[config.mk]
export PLATFORM = sky130hd
export DESIGN_NAME = next_tx_scheduler_flat
export DESIGN_NICKNAME = d
export VERILOG_FILES = /design/src/rtl/next_tx_scheduler_if.sv /design/src/rtl/next_tx_scheduler.sv /design/src/flat_wrapper.sv
export SDC_FILE = /design/constraint.sdc
export NUM_CORES = 1
export LEC_CHECK = 0
export BUFFER_PORTS_ARGS = -buffer_cell sky130_fd_sc_hd__buf_2
export CELL_PAD_IN_SITES_DETAIL_PLACEMENT = 1
export CELL_PAD_IN_SITES_GLOBAL_PLACEMENT = 1
export CORE_ASPECT_RATIO = 1.4
export CORE_UTILIZATION = 42
export CTS_CLUSTER_SIZE = 30
export DETAILED_ROUTE_END_ITERATION = 6
export PLACE_DENSITY_LB_ADDON = 0.12
export RECOVER_POWER = 100
export SETUP_SLACK_MARGIN = 0.1
export SKIP_CTS_REPAIR_TIMING = 1
export SYNTH_ARGS = -nofsm -noshare
export SYNTH_HDL_FRONTEND = slang
export SYNTH_SLANG_ARGS = --single-unit
[constraint.sdc]
create_clock -name mon_clk -period 2.1 [get_ports mon_clk]
set_input_delay 0.21 -clock mon_clk [delete_from_list [all_inputs] [get_ports mon_clk]]
set_output_delay 0.21 -clock mon_clk [all_outputs]
set_load 0.01 [all_outputs]
[src/rtl/next_tx_scheduler_if.sv]
// next_tx_scheduler_if: event inputs and the 40-bit word channel of the
// NeXT monitor-link packet scheduler.
//
// Word channel handshake: tx_valid says tx_data holds a word; tx_data is held
// stable while tx_valid=1; the word transfers on a rising mon_clk edge where
// tx_valid and tx_ready are both 1; tx_valid never depends combinationally on
// tx_ready.
interface next_tx_scheduler_if;
   logic        power_on_req;
   logic        kb_valid;
   logic        kb_is_mouse;
   logic [15:0] kb_data;
   logic        tx_ready;
   logic        tx_valid;
   logic [39:0] tx_data;

   // scheduler side
   modport master (
      input  power_on_req,
      input  kb_valid,
      input  kb_is_mouse,
      input  kb_data,
      input  tx_ready,
      output tx_valid,
      output tx_data
   );

   // event sources and serial sender side
   modport slave (
      output power_on_req,
      output kb_valid,
      output kb_is_mouse,
      output kb_data,
      output tx_ready,
      input  tx_valid,
      input  tx_data
   );
endinterface

[src/rtl/next_tx_scheduler.sv]
// next_tx_scheduler: schedules non-audio packets to the NeXT host.
// Keyboard/mouse events are buffered in a small FIFO, a pending power-on
// reply always wins arbitration, and every accepted word is followed by a
// GAP_CYCLES idle gap before the next one may be presented.
// Optional feature macro: NEXT_TX_DROP_COUNT_EN (saturating drop counter);
// without it drop_count reads 8'h00 and full-FIFO drops are silent.
module next_tx_scheduler #(
   parameter int          FIFO_DEPTH    = 4,
   parameter int          GAP_CYCLES    = 8,
   parameter logic [39:0] POWER_ON_WORD = 40'hC0_0000_0000,
   parameter logic [7:0]  KEY_PREFIX    = 8'hC5,
   parameter logic [7:0]  MOUSE_PREFIX  = 8'hC6,
   localparam int         AW            = $clog2(FIFO_DEPTH),
   localparam int         LW            = AW + 1
) (
   input  logic                      mon_clk,
   input  logic                      reset,
   next_tx_scheduler_if.master       bus,
   output logic [LW-1:0]             fifo_level,
   output logic [7:0]                drop_count,
   output logic                      busy,
   output logic [1:0]                state_dbg
);

   typedef enum logic [1:0] {
      S_IDLE = 2'd0,
      S_SEND = 2'd1,
      S_GAP  = 2'd2
   } state_t;

   localparam logic [7:0]    GAP_LOAD = (GAP_CYCLES == 0) ? 8'd0 : 8'(GAP_CYCLES - 1);
   localparam logic [LW-1:0] FULL_LVL = LW'(FIFO_DEPTH);

   state_t        state, state_nx;
   logic [7:0]    gap_cnt, gap_cnt_nx;
   logic [39:0]   tx_data_q, tx_data_nx;
   logic          sending_po, sending_po_nx;
   logic          po_pending;

   // event FIFO: 17-bit entries {is_mouse, payload}
   logic [16:0]   mem [FIFO_DEPTH];
   logic [AW-1:0] rd_ptr, wr_ptr;
   logic [LW-1:0] level;
   logic          fifo_full, fifo_empty;
   logic          handshake, pop, push;
   logic [16:0]   head;

   assign fifo_full  = (level == FULL_LVL);
   assign fifo_empty = (level == '0);
   assign head       = mem[rd_ptr];
   assign handshake  = (state == S_SEND) && bus.tx_ready;
   // the word in flight came from the FIFO head only when it is not the power-on reply
   assign pop        = handshake && !sending_po;
   // a pop in the same cycle frees the slot, so a full FIFO still accepts the push
   assign push       = bus.kb_valid && (!fifo_full || pop);

   // FIFO storage write; contents are discarded on reset by resetting the pointers
   always_ff @(posedge mon_clk) begin
      if (push) mem[wr_ptr] <= {bus.kb_is_mouse, bus.kb_data};
   end

   // FIFO pointers and occupancy
   always_ff @(posedge mon_clk or posedge reset) begin
      if (reset) begin
         rd_ptr <= '0;
         wr_ptr <= '0;
         level  <= '0;
      end else begin
         if (push) wr_ptr <= wr_ptr + AW'(1);
         if (pop)  rd_ptr <= rd_ptr + AW'(1);
         case ({push, pop})
            2'b10:   level <= level + LW'(1);
            2'b01:   level <= level - LW'(1);
            default: level <= level;
         endcase
      end
   end

   // power-on request flag; a new request wins over the clear so the reply repeats
   always_ff @(posedge mon_clk or posedge reset) begin
      if (reset) begin
         po_pending <= 1'b0;
      end else if (bus.power_on_req) begin
         po_pending <= 1'b1;
      end else if (handshake && sending_po) begin
         po_pending <= 1'b0;
      end
   end

   // FSM state, gap counter and presented word registers
   always_ff @(posedge mon_clk or posedge reset) begin
      if (reset) begin
         state      <= S_IDLE;
         gap_cnt    <= 8'd0;
         tx_data_q  <= 40'd0;
         sending_po <= 1'b0;
      end else begin
         state      <= state_nx;
         gap_cnt    <= gap_cnt_nx;
         tx_data_q  <= tx_data_nx;
         sending_po <= sending_po_nx;
      end
   end

   // next-state: arbitrate in IDLE, hold the word in SEND, count down in GAP
   always_comb begin
      state_nx      = state;
      gap_cnt_nx    = gap_cnt;
      tx_data_nx    = tx_data_q;
      sending_po_nx = sending_po;
      case (state)
         S_IDLE: begin
            if (po_pending) begin
               tx_data_nx    = POWER_ON_WORD;
               sending_po_nx = 1'b1;
               state_nx      = S_SEND;
            end else if (!fifo_empty) begin
               tx_data_nx    = {(head[16] ? MOUSE_PREFIX : KEY_PREFIX), head[15:0], 16'h0000};
               sending_po_nx = 1'b0;
               state_nx      = S_SEND;
            end
         end
         S_SEND: begin
            if (bus.tx_ready) begin
               if (GAP_CYCLES == 0) begin
                  state_nx = S_IDLE;
               end else begin
                  state_nx   = S_GAP;
                  gap_cnt_nx = GAP_LOAD;
               end
            end
         end
         S_GAP: begin
            if (gap_cnt == 8'd0) begin
               state_nx = S_IDLE;
            end else begin
               gap_cnt_nx = gap_cnt - 8'd1;
            end
         end
         default: begin
            state_nx = S_IDLE;
         end
      endcase
   end

`ifdef NEXT_TX_DROP_COUNT_EN
   logic       drop;
   logic [7:0] drop_cnt;

   assign drop = bus.kb_valid && fifo_full && !pop;

   // saturating count of events lost on a full FIFO
   always_ff @(posedge mon_clk or posedge reset) begin
      if (reset) begin
         drop_cnt <= 8'd0;
      end else if (drop && (drop_cnt != 8'hFF)) begin
         drop_cnt <= drop_cnt + 8'd1;
      end
   end

   assign drop_count = drop_cnt;
`else
   assign drop_count = 8'h00;
`endif

   // tx_valid comes straight from the state register so reset clears it at once
   assign bus.tx_valid = (state == S_SEND);
   assign bus.tx_data  = tx_data_q;
   assign fifo_level   = level;
   assign busy         = (state != S_IDLE) || po_pending || !fifo_empty;
   assign state_dbg    = state;

endmodule

[src/flat_wrapper.sv]
// flat-port wrapper written by rule: the top's interface ports become plain ports
module next_tx_scheduler_flat 
#(
   parameter int          FIFO_DEPTH    = 4,
   parameter int          GAP_CYCLES    = 8,
   parameter logic [39:0] POWER_ON_WORD = 40'hC0_0000_0000,
   parameter logic [7:0]  KEY_PREFIX    = 8'hC5,
   parameter logic [7:0]  MOUSE_PREFIX  = 8'hC6,
   localparam int         AW            = $clog2(FIFO_DEPTH),
   localparam int         LW            = AW + 1
)
  (mon_clk, reset, fifo_level, drop_count, busy, state_dbg, bus_power_on_req, bus_kb_valid, bus_kb_is_mouse, bus_kb_data, bus_tx_ready, bus_tx_valid, bus_tx_data);
  next_tx_scheduler_if bus_i ();
  input  logic mon_clk;
  input  logic reset;
  output logic [LW-1:0] fifo_level;
  output logic [7:0] drop_count;
  output logic busy;
  output logic [1:0] state_dbg;
  input wire logic [$bits(bus_i.power_on_req)-1:0] bus_power_on_req;
  input wire logic [$bits(bus_i.kb_valid)-1:0] bus_kb_valid;
  input wire logic [$bits(bus_i.kb_is_mouse)-1:0] bus_kb_is_mouse;
  input wire logic [$bits(bus_i.kb_data)-1:0] bus_kb_data;
  input wire logic [$bits(bus_i.tx_ready)-1:0] bus_tx_ready;
  output wire logic [$bits(bus_i.tx_valid)-1:0] bus_tx_valid;
  output wire logic [$bits(bus_i.tx_data)-1:0] bus_tx_data;
  assign bus_i.power_on_req = bus_power_on_req;
  assign bus_i.kb_valid = bus_kb_valid;
  assign bus_i.kb_is_mouse = bus_kb_is_mouse;
  assign bus_i.kb_data = bus_kb_data;
  assign bus_i.tx_ready = bus_tx_ready;
  assign bus_tx_valid = bus_i.tx_valid;
  assign bus_tx_data = bus_i.tx_data;
  next_tx_scheduler #(.FIFO_DEPTH(FIFO_DEPTH), .GAP_CYCLES(GAP_CYCLES), .POWER_ON_WORD(POWER_ON_WORD), .KEY_PREFIX(KEY_PREFIX), .MOUSE_PREFIX(MOUSE_PREFIX)) u_core (.mon_clk(mon_clk), .reset(reset), .bus(bus_i), .fifo_level(fifo_level), .drop_count(drop_count), .busy(busy), .state_dbg(state_dbg));
endmodule
# Yosys cells after proc, flatten, opt, wreduce, memory -nomap -nowiden
# Memories as Yosys holds them, arrays and structs flattened.
# Cells that the tools add are included.
[classes]
n_mux = 18
addsub = 5
eq_ne = 10
reduce_logical = 20
[op_table]
columns = ["cell", "n"]
rows = [
  ["40-bit 2-to-1 mux", 2],
  ["8-bit 2-to-1 mux", 2],
  ["8-bit case mux with 2 select lines", 1],
  ["2-bit 2-to-1 mux", 5],
  ["8-bit logical NOT", 1],
  ["2-bit nonzero test", 4],
  ["8-bit by 1-bit subtractor with 8-bit output (second input constant)", 1],
  ["1-bit 2-to-1 mux", 6],
  ["2-bit case mux with 3 select lines", 1],
  ["3-bit case mux with 2 select lines", 1],
  ["3-bit AND reduction", 2],
  ["2-bit by 1-bit adder with 2-bit output (second input constant)", 2],
  ["2-bit by 1-bit == test with 1-bit output (second input constant)", 2],
  ["2-bit == test (second input constant)", 2],
  ["1-bit logical AND", 4],
  ["2-bit by 1-bit != test with 1-bit output (second input constant)", 2],
  ["2-bit != test (second input constant)", 2],
  ["3-bit by 1-bit adder with 3-bit output (second input constant)", 1],
  ["3-bit == test (second input constant)", 1],
  ["1-bit logical NOT", 3],
  ["3-bit logical NOT", 1],
  ["1-bit logical OR", 3],
  ["3-bit by 2-bit != test with 1-bit output (second input constant)", 1],
  ["3-bit by 1-bit subtractor with 3-bit output (second input constant)", 1],
  ["other kinds (2)", 2],
]
[word_totals]
mem_bits_rw = 68
wordCells = 62
output_inout_bits = 55
mem_count = 1
ff_bits = 59
input_bits = 22
[mem_list]
columns = ["memory", "words", "width", "rd", "rd_ports_with_merged_regs", "wr", "line_no", "text"]
rows = [
  ["u_core.mem", 4, 17, 1, 0, 1, "next_tx_scheduler.sv:41", "logic [16:0] mem [FIFO_DEPTH];"],
]

# Longest topological paths before layout
# Gate-level depths: netlist of run 1.
[depth]
ltp_word = 7
mapped_depth = 8
depth_no_buf = 8

# Worst setup path before layout of run 1
# Ideal clock, no wire load.
[synth_timing]
path_kind = "register -> register"
startpoint = "reg u_core.state[1] (netlist: u_core.state_dbg[1])"
endpoint = "mem u_core.mem[0][0] (enable)"
period_less_slack_ns = 2.228
stages_incl_launch_ff = 7
n_path_buf = 0
path_slack_ns = -0.128
arrival_time_ns = 1.853
path_cell_list = "dfrtp_1 -> inv_1 -> ha_1 -> nand3b_1 -> nand2_1 -> o31a_1 -> and2_1"
[synth_via]
elab_chain_len = 7
[synth_lines]
columns = ["element", "line_no", "text"]
rows = [
  ["start: declaration", "next_tx_scheduler.sv:34", "state_t state, state_nx;"],
  ["start signal: assignment", "next_tx_scheduler.sv:98", "state <= state_nx;"],
  ["2-bit by 1-bit == test with 1-bit output", "--", ""],
  ["named net bus_tx_valid", "flat_wrapper.sv:25", "output wire logic [$bits(bus_i.tx_valid)-1:0] bus_tx_valid;"],
  ["1-bit logical AND", "next_tx_scheduler.sv:51", "assign handshake = (state == S_SEND) && bus.tx_ready;"],
  ["1-bit logical AND", "next_tx_scheduler.sv:53", "assign pop = handshake && !sending_po;"],
  ["1-bit logical OR", "next_tx_scheduler.sv:55", "assign push = bus.kb_valid && (!fifo_full || pop);"],
  ["1-bit logical AND", "next_tx_scheduler.sv:55", ""],
  ["1-bit 2-to-1 mux", "next_tx_scheduler.sv:59", "if (push) mem[wr_ptr] <= {bus.kb_is_mouse, bus.kb_data};"],
  ["1-bit 2-to-1 mux (implied by the code)", "next_tx_scheduler.sv:59", ""],
  ["end: declaration", "next_tx_scheduler.sv:41", ""],
]
# The timed path passes the listed nets, and every way through them passes these cells.

# Worst setup path after layout of run 1
[layout_timing]
startpoint = "reg u_core.gap_cnt[0]"
endpoint = "reg u_core.state[0] (netlist: u_core.state_dbg[0])"
[layout_via]
elab_chain_len = 3
[layout_lines]
columns = ["element", "line_no", "text"]
rows = [
  ["start: declaration", "next_tx_scheduler.sv:35", "logic [7:0] gap_cnt, gap_cnt_nx;"],
  ["start signal: assignment", "next_tx_scheduler.sv:99", "gap_cnt <= gap_cnt_nx;"],
  ["8-bit logical NOT", "next_tx_scheduler.sv:134", "if (gap_cnt == 8'd0) begin"],
  ["2-bit by 1-bit != test with 1-bit output (no line)", "--", ""],
  ["3-bit AND reduction (no line)", "--", ""],
]
# No other way between the ends.
# A chain may end at the register's enable or synchronous reset.

==> impl_metrics.csv, run 1 <==
group,metric,value,unit
sta,hold_viol_final,0,
floorplanning,die-area,11300,um^2
finish,diodes,0,
drt,route.vias.total,2508,
power_and_ir_drop,clkPwrFrac,0.276,
finish,nFillCells,1061,
clock_tree,clk_path_buf_depth,2,
placement,dp.final_hpwl,5.67,mm
power_and_ir_drop,cellLeakagePower,2.02,nW
clock_tree,clk_latency,0.35,ns
hold_path,hold_end,"u_core.po_pending",
clock_tree,path_clk_slew,0.07,ns
hold_path,holdPathStages,2,
clock_tree,htree_levels,3,
hold_path,hp-start,"bus_power_on_req",
power_and_ir_drop,power.density,1350,nW/um^2
clock_tree,cts_sinks,107,
worst_setup_path,cp.required,2.33,ns
sta,skew,0.00938,ns
finish,final_layout_size_suffix_gt1_frac,0.187,
worst_setup_path,crit_fanout,4,
logic_synthesis,yosys_warnings,0,
floorplanning,start_util,0.436,
finish,layout_common_cells,"edfxtp_1, clkbuf_1, dfrtp_1",
hold_path,hp-class,"primary input to register",
finish,multiInputGateArea,1390,um^2
drt,firstDrtPassIters,4,
worst_setup_path,reg2regPathDepth,6,
logic_synthesis,synth_cells,288,
drt,drc,0,
power_and_ir_drop,p_total,0.00719,W
clock_tree,cts_buffers,9,
logic_synthesis,async_flop_share,0.364,
global_route,grt_overflow,0,
logic_synthesis,synth_seq_area_share,0.658,
floorplanning,fp.coreArea,10500,um^2
sta,period_share,0.913,
outcome,status,"complete, no violations",
floorplanning,fp.dieW,90.3,um
finish,area_delta_synth_final,16.2,%
clock_tree,cts_tree,"yes",
global_route,grt_antenna_before_repair,0,
logic_synthesis,synth_edf_count,68,
drt,wire_per_inst,18.1,um
sta,setup_violations,0,
sta,fmax,521,MHz
logic_synthesis,synth_flop_cell,"edfxtp_1",
power_and_ir_drop,swShare,0.312,
sta,slew_violations,0,
global_route,grt_max_degree,40,
placement,port_buffers,49,
global_route,grt.total_usage,0.171,
floorplanning,ios,77,
drt,drt_wl_total,8.99,mm
sta,rsz0062_at_grt,"false",
worst_setup_path,start_kind,"register",
floorplanning,rows,44,
worst_setup_path,reg2reg_setup_slack,0.18,ns
sta,fin_setup_tns,0,ns
power_and_ir_drop,p_int,0.00495,W
placement,gp_congestion,0.754,
logic_synthesis,avgSynthCellArea,15.9,um^2
logic_synthesis,netlist_area,4580,um^2
drt,ant_nets,0,
worst_setup_path,timing.rr.end,"u_core.state_dbg[0]",
sta,relSlewSlack,0.286,
finish,final_common_cell,"edfxtp_1",
power_and_ir_drop,power_switching,0.00224,W
global_route,grt_pass1_vias,2641,
worst_setup_path,r2r_start,"u_core.gap_cnt[0]",
drt,drt_iter0_markers,119,
sta,finalWorstPathRequiredPeriod,1.92,ns
sta,tightest_slew,1.07,ns
global_route,grt_pass1_wl,14.3,mm
flow_run,maxCapViolCount,0,
floorplanning,chipHeight,126,um
worst_setup_path,path_class,"register to register",
power_and_ir_drop,ir_drop,0.621,mV
power_and_ir_drop,pwr-share-comb,0.304,
worst_setup_path,end_kind,"register",
logic_synthesis,synth.distinct_cells,47,
logic_synthesis,synth-seq-cells,107,
worst_setup_path,critPathArrivalTime,2.15,ns
finish,nets,387,
clock_tree,cts.root.buffer_cell,"clkbuf_16",
drt,drt-vias-per-instance,5.06,
power_and_ir_drop,seqPwrFrac,0.420,
finish,register_area,3020,um^2
[through the flow]
step	cells	setup WS (ns)	cell area, um^2	hold WS [ns]	util
after detailed placement	475	0.114	5000	0.386	0.475
after global placement	475	0.135	5000	0.372	0.475
after floorplan	314	0.109	4690	0.302	-
final	496	0.182	5330	0.0465	0.507
after CTS	491	0.0941	5360	0.00968	0.509
after global routing	496	0.0820	5330	0.0348	0.507
[power by group through the flow]
stage	Combinational [W]	Sequential [W]	Clock [W]
after floorplan	0.00146	0.00305	0
final	0.00219	0.00302	0.00198
after global routing	0.00242	0.00308	0.00211
after CTS	0.00226	0.00302	0.00203
after global placement	0.00221	0.00303	0
after detailed placement	0.00226	0.00306	0
[synthesized netlist by cell type, types with 5 or more instances]
master     n  area (um^2)
edfxtp_1  68         2040
dfrtp_1   39          976
buf_4     29          218
a22o_1    18          158
mux4_2    17          383
ha_1      11          138
inv_1     10         37.5
o21ai_0    9         45.0
nand2_1    8         30.0
nor2_1     7         26.3
a21oi_1    6         30.0
or3_1      6         37.5
buf_2      5         25.0
[cells by family after synthesis]
kind of cell,after synthesis,share of synthesized area
flip-flops,107,0.658
AO/OA/AOI/OAI,48,0.0767
AND/OR/NAND/NOR,48,0.0652
buffers and inverters,47,0.0636
multiplexers,21,0.0931
adder cells (fa/ha/maj),12,0.0344
XOR/XNOR,4,0.00764
other,1,0.000818
[sequential cells by signal (all words and copies together) (netlist names)]
| name | count |
|---|---|
| u_core.mem | 68 |
| u_core.fifo_level | 3 |
| u_core.state_dbg | 2 |
| u_core.sending_po | 1 |
| u_core.bus.tx_data | 20 |
| u_core.po_pending | 1 |
| u_core.rd_ptr | 2 |
| u_core.gap_cnt | 8 |
| u_core.wr_ptr | 2 |
[layer usage]
metal  up-vias  global-route usage  wire, um  part of all wire
li1       1168                   -         -                 -
met1      1277               0.208      3790              0.42
met2        55               0.295      4700              0.52
met3         8              0.0365       326             0.036
met4         0              0.0683       166             0.018
met5         -                   0         0                 0
[critical path, stage by stage, from the launching register on]
cell	delay, ns
dfrtp_1	0.40
inv_1	0.09
ha_1	0.17
nor4b_4	0.30
nand2_1	0.16
a221o_1	0.36
mux2_1	0.32
[worst max-delay path by stage]
stage | startpoint | endpoint | slack, ns | depth (start not counted)
after floorplan | u_core.state_dbg[1] | u_core.mem[0][0] | 0.11 | 6
after global placement | u_core.state_dbg[1] | u_core.mem[3][9] | 0.13 | 7
after detailed placement | u_core.state_dbg[1] | u_core.mem[2][9] | 0.11 | 7
after CTS | u_core.state_dbg[1] | u_core.mem[1][13] | 0.09 | 7
after global routing | u_core.gap_cnt[1] | u_core.state_dbg[0] | 0.08 | 6
final | u_core.gap_cnt[0] | u_core.state_dbg[0] | 0.18 | 6
[layout make-up]
class | count | area share
sequential | 107 | 0.567
inverter | 10 | 0.00705
clock buffer | 10 | 0.0449
tap | 138 | 0.0324
clock inverter | 6 | 0.0223
multi-input combinational | 160 | 0.261
timing repair buffer | 65 | 0.0658
Power figures use the tool's default switching activity.
==> run 2, diff against run 1 <==
--- a/config.mk
+++ b/config.mk
@@ -12,7 +12,7 @@
 export CORE_UTILIZATION = 42
 export CTS_CLUSTER_SIZE = 30
 export DETAILED_ROUTE_END_ITERATION = 6
-export PLACE_DENSITY_LB_ADDON = 0.12
+export PLACE_DENSITY_LB_ADDON = 0.2
 export RECOVER_POWER = 100
 export SETUP_SLACK_MARGIN = 0.1
 export SKIP_CTS_REPAIR_TIMING = 1
==> impl_metrics.csv, run 2 (synthesis gave the netlist of run 1 again) <==
group,metric,value,unit
worst_setup_path,reg2reg_setup_slack,0.13,ns
global_route,grt_max_degree,40,
clock_tree,htree_levels,3,
floorplanning,chipHeight,126,um
global_route,grt.total_usage,0.170,
drt,ant_nets,0,
worst_setup_path,start_kind,"register",
floorplanning,fp.dieW,90.3,um
worst_setup_path,cp.required,2.33,ns
clock_tree,cts_sinks,107,
power_and_ir_drop,pwr-share-comb,0.322,
global_route,grt_overflow,0,
worst_setup_path,slowest_stage,"dfrtp_1",
finish,multiInputGateArea,1400,um^2
finish,area_delta_synth_final,15.3,%
drt,drt_wl_total,9.08,mm
finish,nets,390,
power_and_ir_drop,power.density,1310,nW/um^2
flow_run,maxCapViolCount,0,
power_and_ir_drop,p_total,0.00692,W
worst_setup_path,reg2regPathDepth,6,
hold_path,holdPathStages,2,
drt,route.vias.total,2588,
clock_tree,path_clk_slew,0.08,ns
finish,layout_common_cells,"edfxtp_1, clkbuf_1, dfrtp_1",
power_and_ir_drop,swShare,0.338,
hold_path,hp-start,"bus_power_on_req",
sta,tightest_slew,1.04,ns
sta,rsz0062_at_grt,"false",
sta,setup_violations,0,
worst_setup_path,critical_path.top_delay_family,"flip-flops",
clock_tree,cts_tree,"yes",
worst_setup_path,r2r_start,"u_core.gap_cnt[1]",
finish,diodes,0,
worst_setup_path,path_class,"register to register",
clock_tree,cts.root.buffer_cell,"clkbuf_16",
floorplanning,die-area,11300,um^2
global_route,grt_pass1_wl,14.2,mm
power_and_ir_drop,ir_drop,0.863,mV
finish,final_layout_size_suffix_gt1_frac,0.208,
placement,port_buffers,49,
sta,fmax,508,MHz
hold_path,hold_end,"u_core.po_pending",
drt,drt_iter0_markers,73,
floorplanning,start_util,0.436,
sta,fin_setup_tns,0,ns
drt,firstDrtPassIters,4,
sta,finalWorstPathRequiredPeriod,1.97,ns
clock_tree,clk_latency,0.35,ns
floorplanning,ios,77,
worst_setup_path,end_kind,"register",
global_route,grt_pass1_vias,2592,
hold_path,hp-class,"primary input to register",
outcome,status,"complete, no violations",
worst_setup_path,critical_path_buf_inv_count,1,
finish,register_area,3020,um^2
power_and_ir_drop,power_switching,0.00234,W
power_and_ir_drop,seqPwrFrac,0.435,
sta,period_share,0.937,
sta,hold_viol_final,0,
floorplanning,fp.coreArea,10500,um^2
finish,largest_reg_flops,68,
worst_setup_path,crit_fanout,4,
finish,final_common_cell,"edfxtp_1",
finish,regMostFlops,"u_core.mem",
worst_setup_path,critPathArrivalTime,2.20,ns
sta,skew,0.0104,ns
drt,wire_per_inst,18.2,um
finish,fin_util,0.503,
sta,relSlewSlack,0.303,
clock_tree,cts_buffers,9,
worst_setup_path,critical_path.max_stage_delay,0.41,ns
placement,dp.final_hpwl,5.95,mm
power_and_ir_drop,clkPwrFrac,0.243,
clock_tree,clk_path_buf_depth,2,
drt,drc,0,
power_and_ir_drop,p_int,0.00458,W
finish,nFillCells,1074,
worst_setup_path,timing.rr.end,"u_core.state_dbg[0]",
floorplanning,rows,44,
placement,gp_congestion,0.763,
worst_setup_path,cp_cell_sequence,"inv_1, ha_2, nor4b_4, nand2_2, a221o_1, mux2_1",
sta,slew_violations,0,
global_route,grt_antenna_before_repair,0,
drt,drt-vias-per-instance,5.19,
power_and_ir_drop,cellLeakagePower,2.00,nW
==> run 2: cell count changes in the layout (fill, tap and decap cells not counted), sizes merged <==
cell | previous run | this run
clkinv | 1 | 2
bufinv | 3 | 0
buf | 19 | 22
clkinvlp | 0 | 1
clkbuf | 56 | 55
inv | 12 | 14
==> run 2: worst max path at each step <==
| stage | start | to | slack [ns] | depth (start not counted) |
|---|---|---|---|---|
| after detailed placement | u_core.state_dbg[1] | u_core.mem[0][9] | 0.14 | 7 |
| after floorplan | u_core.state_dbg[1] | u_core.mem[0][0] | 0.11 | 6 |
| after global routing | u_core.gap_cnt[1] | u_core.state_dbg[0] | 0.05 | 6 |
| after global placement | u_core.state_dbg[1] | u_core.mem[0][9] | 0.18 | 7 |
| after CTS | u_core.state_dbg[1] | u_core.mem[0][1] | 0.12 | 7 |
| final | u_core.gap_cnt[1] | u_core.state_dbg[0] | 0.13 | 6 |
==> run 2: layout make-up <==
type / instances / share of cell area
Tap cell: 138 / 0.0327
Sequential cell: 107 / 0.571
Inverter: 10 / 0.00710
Clock buffer: 9 / 0.0426
Clock inverter: 7 / 0.0147
Multi-Input combinational cell: 160 / 0.265
Timing Repair Buffer: 68 / 0.0667
==> run 2: per-stage QoR <==
| stage | hold WS [ns] | setup slack [ns] | std cells | cell area (um^2) |
|---|---|---|---|---|
| floorplan | 0.302 | 0.109 | 314 | 4690 |
| global placement | 0.377 | 0.182 | 475 | 5000 |
| global route | 0.0518 | 0.0458 | 499 | 5290 |
| CTS | -0.00203 | 0.122 | 491 | 5300 |
| finish | 0.0573 | 0.133 | 499 | 5290 |
| detailed placement | 0.380 | 0.141 | 475 | 5000 |
==> run 2: routing by layer <==
layer	GRT usage	wire length [um]	vias up
li1	-	-	1180
met1	0.204	3600	1344
met2	0.299	5010	53
met3	0.0383	329	11
met4	0.0569	148	0
met5	0	0	-
==> run 2: power by group through the flow <==
stage	Clock, W	Combinational (W)	Sequential (W)
after floorplan	0	0.00146	0.00305
after global placement	0	0.00222	0.00302
after detailed placement	0	0.00227	0.00305
after CTS	0.00173	0.00228	0.00302
after global routing	0.00181	0.00246	0.00307
final	0.00168	0.00223	0.00301
==> run 3, diff against run 2 <==
--- a/config.mk
+++ b/config.mk
@@ -9,6 +9,7 @@
 export CELL_PAD_IN_SITES_DETAIL_PLACEMENT = 1
 export CELL_PAD_IN_SITES_GLOBAL_PLACEMENT = 1
 export CORE_ASPECT_RATIO = 1.4
+export CORE_MARGIN = 2
 export CORE_UTILIZATION = 42
 export CTS_CLUSTER_SIZE = 30
 export DETAILED_ROUTE_END_ITERATION = 6
==> impl_metrics.csv, run 3 (synthesis gave the netlist of run 1 again) <==
group,metric,value,unit
hold_path,holdPathStages,2,
finish,nFillCells,1094,
finish,largest_reg_flops,68,
clock_tree,clk_latency,0.35,ns
worst_setup_path,crit_end,"u_core.mem[2][0]",
power_and_ir_drop,ir_drop,0.627,mV
worst_setup_path,end_kind,"register",
finish,nets,390,
sta,finalWorstPathRequiredPeriod,1.98,ns
drt,route.vias.total,2560,
finish,multiInputGateArea,1400,um^2
worst_setup_path,critPathArrivalTime,2.09,ns
sta,tightest_slew,1.09,ns
worst_setup_path,path_class,"register to register",
placement,place_inst,478,
floorplanning,ios,77,
power_and_ir_drop,swShare,0.330,
sta,period_share,0.943,
worst_setup_path,cp.required,2.22,ns
worst_setup_path,timing.rr.end,"u_core.mem[2][0]",
floorplanning,fp.dieW,92.3,um
drt,drt_iter0_markers,95,
placement,place_ws,0.0491,ns
worst_setup_path,crit_fanout,6,
drt,drt_wl_total,9.26,mm
power_and_ir_drop,clkPwrFrac,0.234,
floorplanning,start_util,0.426,
worst_setup_path,critical_path.max_stage_delay,0.40,ns
global_route,grt_antenna_before_repair,0,
floorplanning,fp.coreArea,10800,um^2
floorplanning,rows,45,
finish,final_layout_size_suffix_gt1_frac,0.194,
sta,skew,0.00771,ns
drt,ant_nets,0,
power_and_ir_drop,p_int,0.00466,W
global_route,grt.total_usage,0.161,
worst_setup_path,cp-startpoint,"u_core.state_dbg[1]",
placement,dp.final_hpwl,6.07,mm
finish,layout_common_cells,"edfxtp_1, clkbuf_1, dfrtp_1",
finish,diodes,0,
worst_setup_path,cp_cell_sequence,"inv_2, ha_4, nand3b_1, nand2_1, o31a_1, and2_2, buf_4",
sta,rsz0062_at_grt,"true",
clock_tree,cts_tree,"yes",
drt,drt-vias-per-instance,5.10,
sta,relSlewSlack,0.272,
clock_tree,cts.root.buffer_cell,"clkbuf_16",
sta,hold_viol_final,0,
finish,regMostFlops,"u_core.mem",
drt,firstDrtPassIters,4,
worst_setup_path,start_kind,"register",
worst_setup_path,reg2reg_setup_slack,0.12,ns
power_and_ir_drop,power_switching,0.00230,W
clock_tree,htree_levels,3,
flow_run,maxCapViolCount,0,
worst_setup_path,slowest_stage,"dfrtp_1",
sta,timing.final.ws_setup,0.121,ns
sta,setup_violations,0,
sta,hold_ws,0.0456,ns
sta,slew_violations,0,
clock_tree,path_clk_slew,0.07,ns
placement,gp_congestion,0.732,
global_route,grt_pass1_vias,2648,
power_and_ir_drop,cellLeakagePower,2.02,nW
clock_tree,cts_sinks,107,
power_and_ir_drop,pwr-share-comb,0.331,
finish,stdcell_count,502,
hold_path,hp-class,"primary input to register",
drt,wire_per_inst,18.5,um
worst_setup_path,r2r_start,"u_core.state_dbg[1]",
power_and_ir_drop,seqPwrFrac,0.435,
worst_setup_path,reg2regPathDepth,7,
clock_tree,clk_path_buf_depth,2,
outcome,status,"complete, no violations",
global_route,grt_pass1_wl,14.1,mm
finish,final_common_cell,"edfxtp_1",
global_route,grt_overflow,0,
finish,area_delta_synth_final,16.5,%
power_and_ir_drop,power.density,1300,nW/um^2
placement,port_buffers,49,
clock_tree,cts_buffers,9,
drt,drc,0,
sta,fmax,505,MHz
finish,register_area,3020,um^2
global_route,grt_max_degree,40,
floorplanning,die-area,11800,um^2
floorplanning,chipHeight,128,um
[run 3: changes by cell type in the layout (fill, tap and decap cells not counted), moves of 2 or more]
| cell | before | now |
|---|---|---|
| and2_2 | 4 | 2 |
| and2_4 | 0 | 2 |
| buf_12 | 1 | 5 |
| buf_6 | 4 | 0 |
| clkbuf_16 | 9 | 11 |
| clkinv_4 | 0 | 2 |
| clkinv_8 | 2 | 0 |
[run 3: final cells by class]
cell class | instances | share of cell area
flip-flops and latches | 107 | 0.565
multi-input cells | 160 | 0.262
repair buffers | 68 | 0.0797
clock buffers | 10 | 0.0429
well taps | 141 | 0.0331
clock inverters | 6 | 0.0103
inverters | 10 | 0.00703
[run 3: routing by layer]
metal  wire [um]  up-vias  share of wire  GRT usage
met5           0        -              0          0
met3         360       12          0.039     0.0377
li1            -     1183              -          -
met4         153        0          0.017     0.0641
met2        4770       58           0.51      0.273
met1        3980     1307           0.43      0.200
[run 3: worst min path at each step]
stage	end	slack [ns]	from
after floorplan	u_core.po_pending	0.30	bus_power_on_req
after global placement	u_core.bus.tx_data[29]	0.38	reset
after detailed placement	u_core.bus.tx_data[29]	0.39	reset
after CTS	u_core.bus.tx_data[31]	0.006	reset
final	u_core.po_pending	0.05	bus_power_on_req
after global routing	u_core.po_pending	0.04	bus_power_on_req
[run 3: per-stage QoR]
stage	utilization	power [W]	instance area (um^2)	setup TNS (ns)
after global routing	0.496	0.00737	5340	0
after detailed placement	0.465	0.00530	5000	0
final	0.496	0.00696	5340	0
after CTS	0.491	0.00696	5290	-0.000382
after floorplan	-	0.00451	4690	0
after global placement	0.465	0.00523	5000	0
[run 3: worst max-delay path, delay by kind of cell, from the launching register on]
kind | cells | cell delay [ns]
buf+inv | 2 | 0.25
compound gates | 1 | 0.39
fa+ha+maj | 1 | 0.18
flops | 1 | 0.40
simple gates | 3 | 0.53
[run 3: power by group through the flow]
stage / Combinational (W) / Clock, W / Sequential (W)
2_1_floorplan: 0.00146 / 0 / 0.00305
3_3_place_gp: 0.00219 / 0 / 0.00305
3_5_place_dp: 0.00223 / 0 / 0.00307
4_1_cts: 0.00225 / 0.00169 / 0.00302
5_1_grt: 0.00253 / 0.00175 / 0.00308
6_report: 0.00230 / 0.00163 / 0.00303
